--- src/rtl/onepulser_pkg.sv ---
// Shared types and helpers for the multi-channel push-button one-pulser.
//
// Contents:
//   op_state_e : per-channel FSM state (IDLE, FIRE, HOLD; code 2'd3 unused)
//   cnt_width  : width of a counter that must hold max(a, b)
package onepulser_pkg;

  typedef enum logic [1:0] {
    IDLE = 2'd0,
    FIRE = 2'd1,
    HOLD = 2'd2
  } op_state_e;

  // Bits needed to represent values 0..max(a, b) inclusive.
  function automatic int unsigned cnt_width(input int unsigned a, input int unsigned b);
    int unsigned m;
    m = (a > b) ? a : b;
    return $clog2(m + 1);
  endfunction

endpackage

--- src/rtl/onepulser_channel.sv ---
// One button channel: 2-FF synchroniser, debounce filter and IDLE/FIRE/HOLD
// one-pulser FSM, plus an auto-repeat counter when ONEPULSER_AUTOREPEAT_EN
// is defined.
//
// Ports:
//   clk       : system clock
//   rst       : asynchronous active-high reset
//   btn_in    : raw asynchronous button level, active-high
//   pulse_out : one-cycle pulse per debounced press (and per repeat)
//   held      : 1 while the FSM is in FIRE or HOLD
//
// Build option: ONEPULSER_AUTOREPEAT_EN enables periodic pulses in HOLD.
module onepulser_channel
  import onepulser_pkg::*;
#(
  parameter int DEBOUNCE_CYCLES = 4,
  parameter int REPEAT_DELAY    = 16,
  parameter int REPEAT_PERIOD   = 8
) (
  input  logic clk,
  input  logic rst,
  input  logic btn_in,
  output logic pulse_out,
  output logic held
);

  localparam int DB_W = cnt_width(DEBOUNCE_CYCLES, 0);
  localparam logic [DB_W-1:0] DB_LAST = DB_W'(DEBOUNCE_CYCLES);

  logic            sync1_q, sync2_q;
  logic            level_q, level_d;
  logic [DB_W-1:0] db_cnt_q, db_cnt_d;
  op_state_e       state_q, state_d;
  logic            pulse_q, pulse_d;
  logic            held_q, held_d;
  logic            rpt_hit;

  // Debounce: the level only moves after DEBOUNCE_CYCLES consecutive
  // disagreeing samples; any agreeing sample restarts the count.
  always_comb begin
    level_d  = level_q;
    db_cnt_d = '0;
    if (sync2_q != level_q) begin
      if (db_cnt_q + 1'b1 == DB_LAST) begin
        level_d = ~level_q;
      end else begin
        db_cnt_d = db_cnt_q + 1'b1;
      end
    end
  end

  always_comb begin
    state_d = state_q;
    case (state_q)
      IDLE:    if (level_q) state_d = FIRE;
      FIRE:    state_d = HOLD;
      HOLD:    if (!level_q) state_d = IDLE;
      default: state_d = IDLE;
    endcase
  end

`ifdef ONEPULSER_AUTOREPEAT_EN
  localparam int RPT_W = cnt_width(REPEAT_DELAY, REPEAT_PERIOD);
  localparam logic [RPT_W-1:0] RPT_DELAY_C  = RPT_W'(REPEAT_DELAY);
  localparam logic [RPT_W-1:0] RPT_PERIOD_C = RPT_W'(REPEAT_PERIOD);

  logic [RPT_W-1:0] rpt_cnt_q, rpt_cnt_d;
  logic             rpt_first_q, rpt_first_d;

  // rpt_cnt counts HOLD cycles since entry (or since the last repeat);
  // rpt_first selects the initial delay versus the steady period. A hit is
  // suppressed when the debounced level is falling on the same edge, so the
  // HOLD exit cycle never pulses.
  always_comb begin
    rpt_cnt_d   = rpt_cnt_q;
    rpt_first_d = rpt_first_q;
    rpt_hit     = 1'b0;
    if (state_q == FIRE) begin
      rpt_cnt_d   = '0;
      rpt_first_d = 1'b1;
    end else if (state_q == HOLD && level_q) begin
      if (rpt_cnt_q + 1'b1 == (rpt_first_q ? RPT_DELAY_C : RPT_PERIOD_C)) begin
        rpt_cnt_d   = '0;
        rpt_first_d = 1'b0;
        rpt_hit     = level_d;
      end else begin
        rpt_cnt_d = rpt_cnt_q + 1'b1;
      end
    end
  end

  always_ff @(posedge clk or posedge rst) begin
    if (rst) begin
      rpt_cnt_q   <= '0;
      rpt_first_q <= 1'b1;
    end else begin
      rpt_cnt_q   <= rpt_cnt_d;
      rpt_first_q <= rpt_first_d;
    end
  end
`else
  logic unused_rpt_cfg;
  assign unused_rpt_cfg = REPEAT_DELAY[0] ^ REPEAT_PERIOD[0];
  assign rpt_hit        = 1'b0;
`endif

  // Outputs are registered from the next state so they align with state_q.
  always_comb begin
    held_d  = (state_d == FIRE) || (state_d == HOLD);
    pulse_d = (state_d == FIRE) || rpt_hit;
  end

  always_ff @(posedge clk or posedge rst) begin
    if (rst) begin
      sync1_q  <= 1'b0;
      sync2_q  <= 1'b0;
      level_q  <= 1'b0;
      db_cnt_q <= '0;
      state_q  <= IDLE;
      pulse_q  <= 1'b0;
      held_q   <= 1'b0;
    end else begin
      sync1_q  <= btn_in;
      sync2_q  <= sync1_q;
      level_q  <= level_d;
      db_cnt_q <= db_cnt_d;
      state_q  <= state_d;
      pulse_q  <= pulse_d;
      held_q   <= held_d;
    end
  end

  assign pulse_out = pulse_q;
  assign held      = held_q;

endmodule

--- src/rtl/multi_onepulser.sv ---
// N-channel push-button conditioner. Each channel is an independent
// onepulser_channel; this level only adds the any_pulse OR-reduction.
//
// Ports:
//   clk       : system clock
//   rst       : asynchronous active-high reset
//   btn_in    : raw button levels [CHANNELS-1:0]
//   pulse_out : per-channel one-cycle press pulses
//   held      : per-channel FIRE/HOLD status
//   any_pulse : combinational OR of pulse_out
//
// Build option: ONEPULSER_AUTOREPEAT_EN (handled inside onepulser_channel).
module multi_onepulser
  import onepulser_pkg::*;
#(
  parameter int CHANNELS        = 4,
  parameter int DEBOUNCE_CYCLES = 4,
  parameter int REPEAT_DELAY    = 16,
  parameter int REPEAT_PERIOD   = 8
) (
  input  logic                clk,
  input  logic                rst,
  input  logic [CHANNELS-1:0] btn_in,
  output logic [CHANNELS-1:0] pulse_out,
  output logic [CHANNELS-1:0] held,
  output logic                any_pulse
);

  for (genvar i = 0; i < CHANNELS; i++) begin : g_ch
    onepulser_channel #(
      .DEBOUNCE_CYCLES(DEBOUNCE_CYCLES),
      .REPEAT_DELAY   (REPEAT_DELAY),
      .REPEAT_PERIOD  (REPEAT_PERIOD)
    ) u_ch (
      .clk      (clk),
      .rst      (rst),
      .btn_in   (btn_in[i]),
      .pulse_out(pulse_out[i]),
      .held     (held[i])
    );
  end

  assign any_pulse = |pulse_out;

endmodule

--- config.mk ---
export PLATFORM = sky130hd
export DESIGN_NAME = multi_onepulser
export DESIGN_NICKNAME = d
export VERILOG_FILES = /design/src/rtl/onepulser_pkg.sv /design/src/rtl/onepulser_channel.sv /design/src/rtl/multi_onepulser.sv
export SDC_FILE = /design/constraint.sdc
export NUM_CORES = 1
export LEC_CHECK = 0
export ABC_AREA = 1
export BUFFER_PORTS_ARGS = -buffer_cell sky130_fd_sc_hd__buf_4
export CAP_MARGIN = 0
export CELL_PAD_IN_SITES_DETAIL_PLACEMENT = 2
export CELL_PAD_IN_SITES_GLOBAL_PLACEMENT = 2
export CORE_MARGIN = 8
export CORE_UTILIZATION = 36
export DETAILED_ROUTE_END_ITERATION = 8
export GPL_TIMING_DRIVEN = 1
export PLACE_DENSITY = 0.73
export SKIP_CTS_REPAIR_TIMING = 1
export SLEW_MARGIN = 20
export SYNTH_ARGS = -nofsm -noshare
export SYNTH_HDL_FRONTEND = slang
export SYNTH_HIERARCHICAL = 1
export SYNTH_SLANG_ARGS = --single-unit
export TNS_END_PERCENT = 1
--- constraint.sdc ---
create_clock -name clk -period 1.1 [get_ports clk]
set_input_delay 0.055 -clock clk [delete_from_list [all_inputs] [get_ports clk]]
set_output_delay 0.055 -clock clk [all_outputs]
set_load 0.02 [all_outputs]
==> results.cfg <==
[run_status]
status = finished, final reports clean

[setup_path]
cp.required_ns = 1.04
critPathKind = flop to primary output
critPathLaunchType = flop
crit_arrival_ns = 1.02
critPathMaxFanout = 2
cp-end-kind = primary output

[route]
drt_pass1_iterations = 4
ant_nets = 0
via_count = 1164
postRouteWirelength_mm = 3.515
wl_per_cell_um = 13.78
viasPerCell = 4.565
drc = 0
drt_iter0_drc = 30

[floorplanning]
row_count = 24
core-area_sq_um = 4414
start_util = 0.3767
die_h_um = 83.97
dieArea_sq_um = 7050
ioPinCount = 15
die_w_um = 83.97

[global_routing]
grt-ovfl-total = 0
grt_max_degree = 12
gr-usage-met1 = 0.1103
grt_pass1_wl_mm = 5.727
grt.met2_usage = 0.1789
globalRoute.busiestLayer = met2
grt.total_usage = 0.1030
antenna_found_initial = 0
grt_pass1_vias = 1267
use_met3 = 0.03320

[clocking]
clk_latency_ns = 0.28
path_clk_slew_ns = 0.07
clock_path_buffers = 2
cts_tree = yes
cts_sinks = 40
cts_root_buffer = clkbuf_8
cts_made_buffers = 5
cts_max_level = 2

[timing]
setup_ws_ns = 0.02480
finalClockSkew_ns = 0.002817
fmax_ghz = 0.9301
rsz0062_at_grt = yes
slew_viol_final = 0
finalCritPeriodShare = 0.9775
relSlewSlack = 0.7291
fin_crit_ns = 1.075
setup_viol = 0
worst_pin_slew_ns = 0.4060
hold_viol_final = 0

[pwr]
leakage_nw = 1.142
ir_drop_uv = 1158
total_power_mw = 5.208
power_density_nw_per_um2 = 2526

[final_layout]
multi_input_area_sq_um = 559.3
mostFrequentLayoutCells = 40 x dfrtp_1, 35 x inv_1, 30 x nand2_1
drive_above_1_share = 0.2463
seq_area_sq_um = 1001
layout.nets = 220
layout_commonest_cell = dfrtp_1
syn2layout_area_growth_pct = 24.00
antenna-diode-count = 0
nFillCells = 484

[synthesis]
yosys.area_share.xor_xnor = 0
syn-cell-area_sq_um = 1663
ys_seq_area_frac = 0.6020
ys_seq_elements = 40
syn-num-nets = 189
synth_adder_area_share = 0.09029
netlist-cell-type-count = 11
synth_compound_area_frac = 0
synthMuxAreaShare = 0
syn_inst = 171
yosysWarnings = 6
synthSimpleGateAreaFrac = 0.2175
synth_top_family_by_area = simple AND/OR/NAND/NOR gates
avgSynthCellArea_sq_um = 9.724

[job]
cap_violations = 0

[place]
dpl.hpwl_mm = 2.601
pre_cts_ws_ns = 0.001307
place.gp.congestion = 0.7247
port-buffer-count = 14

[min_path]
hold_class = input port to asynchronous set/reset pin
[synth_stat cells, drive strengths merged]
cell / n / area share
nand2: 41 / 0.099
dfrtp: 40 / 0.60
inv: 40 / 0.090
nor2: 18 / 0.041
ha: 12 / 0.090
nand3b: 8 / 0.036
nand3: 4 / 0.012
nand4: 4 / 0.015
or2: 4 / 0.015
[flip-flops by register name, summed over array words and instances, names as in the netlist]
| signal | flops |
|---|---|
| g_ch.u_ch/level_q | 4 |
| g_ch.u_ch/sync2_q | 4 |
| g_ch.u_ch/held | 4 |
| g_ch.u_ch/pulse_out | 4 |
| g_ch.u_ch/state_q | 8 |
| g_ch.u_ch/sync1_q | 4 |
| g_ch.u_ch/db_cnt_q | 12 |
[where the power goes]
| group | switching [mW] | internal (mW) |
|---|---|---|
| Combinational | 1.12 | 0.849 |
| Sequential | 0.320 | 1.95 |
| Clock | 0.461 | 0.511 |
| Total | 1.90 | 3.31 |
[layout make-up]
cell class,count,share of cell area
sequential,40,0.4854
timing repair buffer,24,0.09527
clock buffer,8,0.04369
tap,52,0.03155
multi-input combinational,91,0.2712
inverter,40,0.07282
[layer usage]
| metal | routed length (um) | vias to the layer above |
|---|---|---|
| met3 | 111 | 5 |
| met2 | 1924 | 16 |
| met1 | 1444 | 573 |
| met5 | 0 | - |
| li1 | - | 570 |
| met4 | 35 | 0 |
[cell families after synthesis]
logic type | count (synthesis)
AND/OR/NAND/NOR | 79
flip-flops | 40
buffers and inverters | 40
adder cells (fa/ha/maj) | 12
[final timing paths]
path                                             to                     start  cells past startpoint  slack [ns]
setup / recovery                          any_pulse    g_ch[1].u_ch/pulse_out                      3        0.02
hold / removal                 g_ch[0].u_ch/level_q                       rst                      3        0.33
setup reg to reg           g_ch[2].u_ch/db_cnt_q[0]  g_ch[2].u_ch/db_cnt_q[0]                      5        0.04
hold reg to reg                g_ch[3].u_ch/sync2_q      g_ch[3].u_ch/sync1_q                      0        0.35
max in group asynchronous   g_ch[1].u_ch/state_q[0]                       rst                      3        0.48
min in group clk               g_ch[3].u_ch/sync2_q      g_ch[3].u_ch/sync1_q                      0        0.35
[per-stage QoR]
step,utilization,instance area [sq um],hold slack (ns),std cells,TNS [ns]
2_1_floorplan,-,1663,-0.1048,171,0
3_3_place_gp,0.4170,1841,0.08254,238,0
3_5_place_dp,0.4170,1841,0.08630,238,0
4_1_cts,0.4374,1931,-0.2364,246,-0.1266
5_1_grt,0.4671,2062,0.3613,255,-0.1734
6_report,0.4671,2062,0.3258,255,0
[worst max-delay path, cell delays in order (launching register included)]
cell and delay [ns]:
dfrtp_1 0.40, nor2_2 0.12, nand2_1 0.08, buf_6 0.13
No activity file was read; power rests on OpenSTA's default activity.
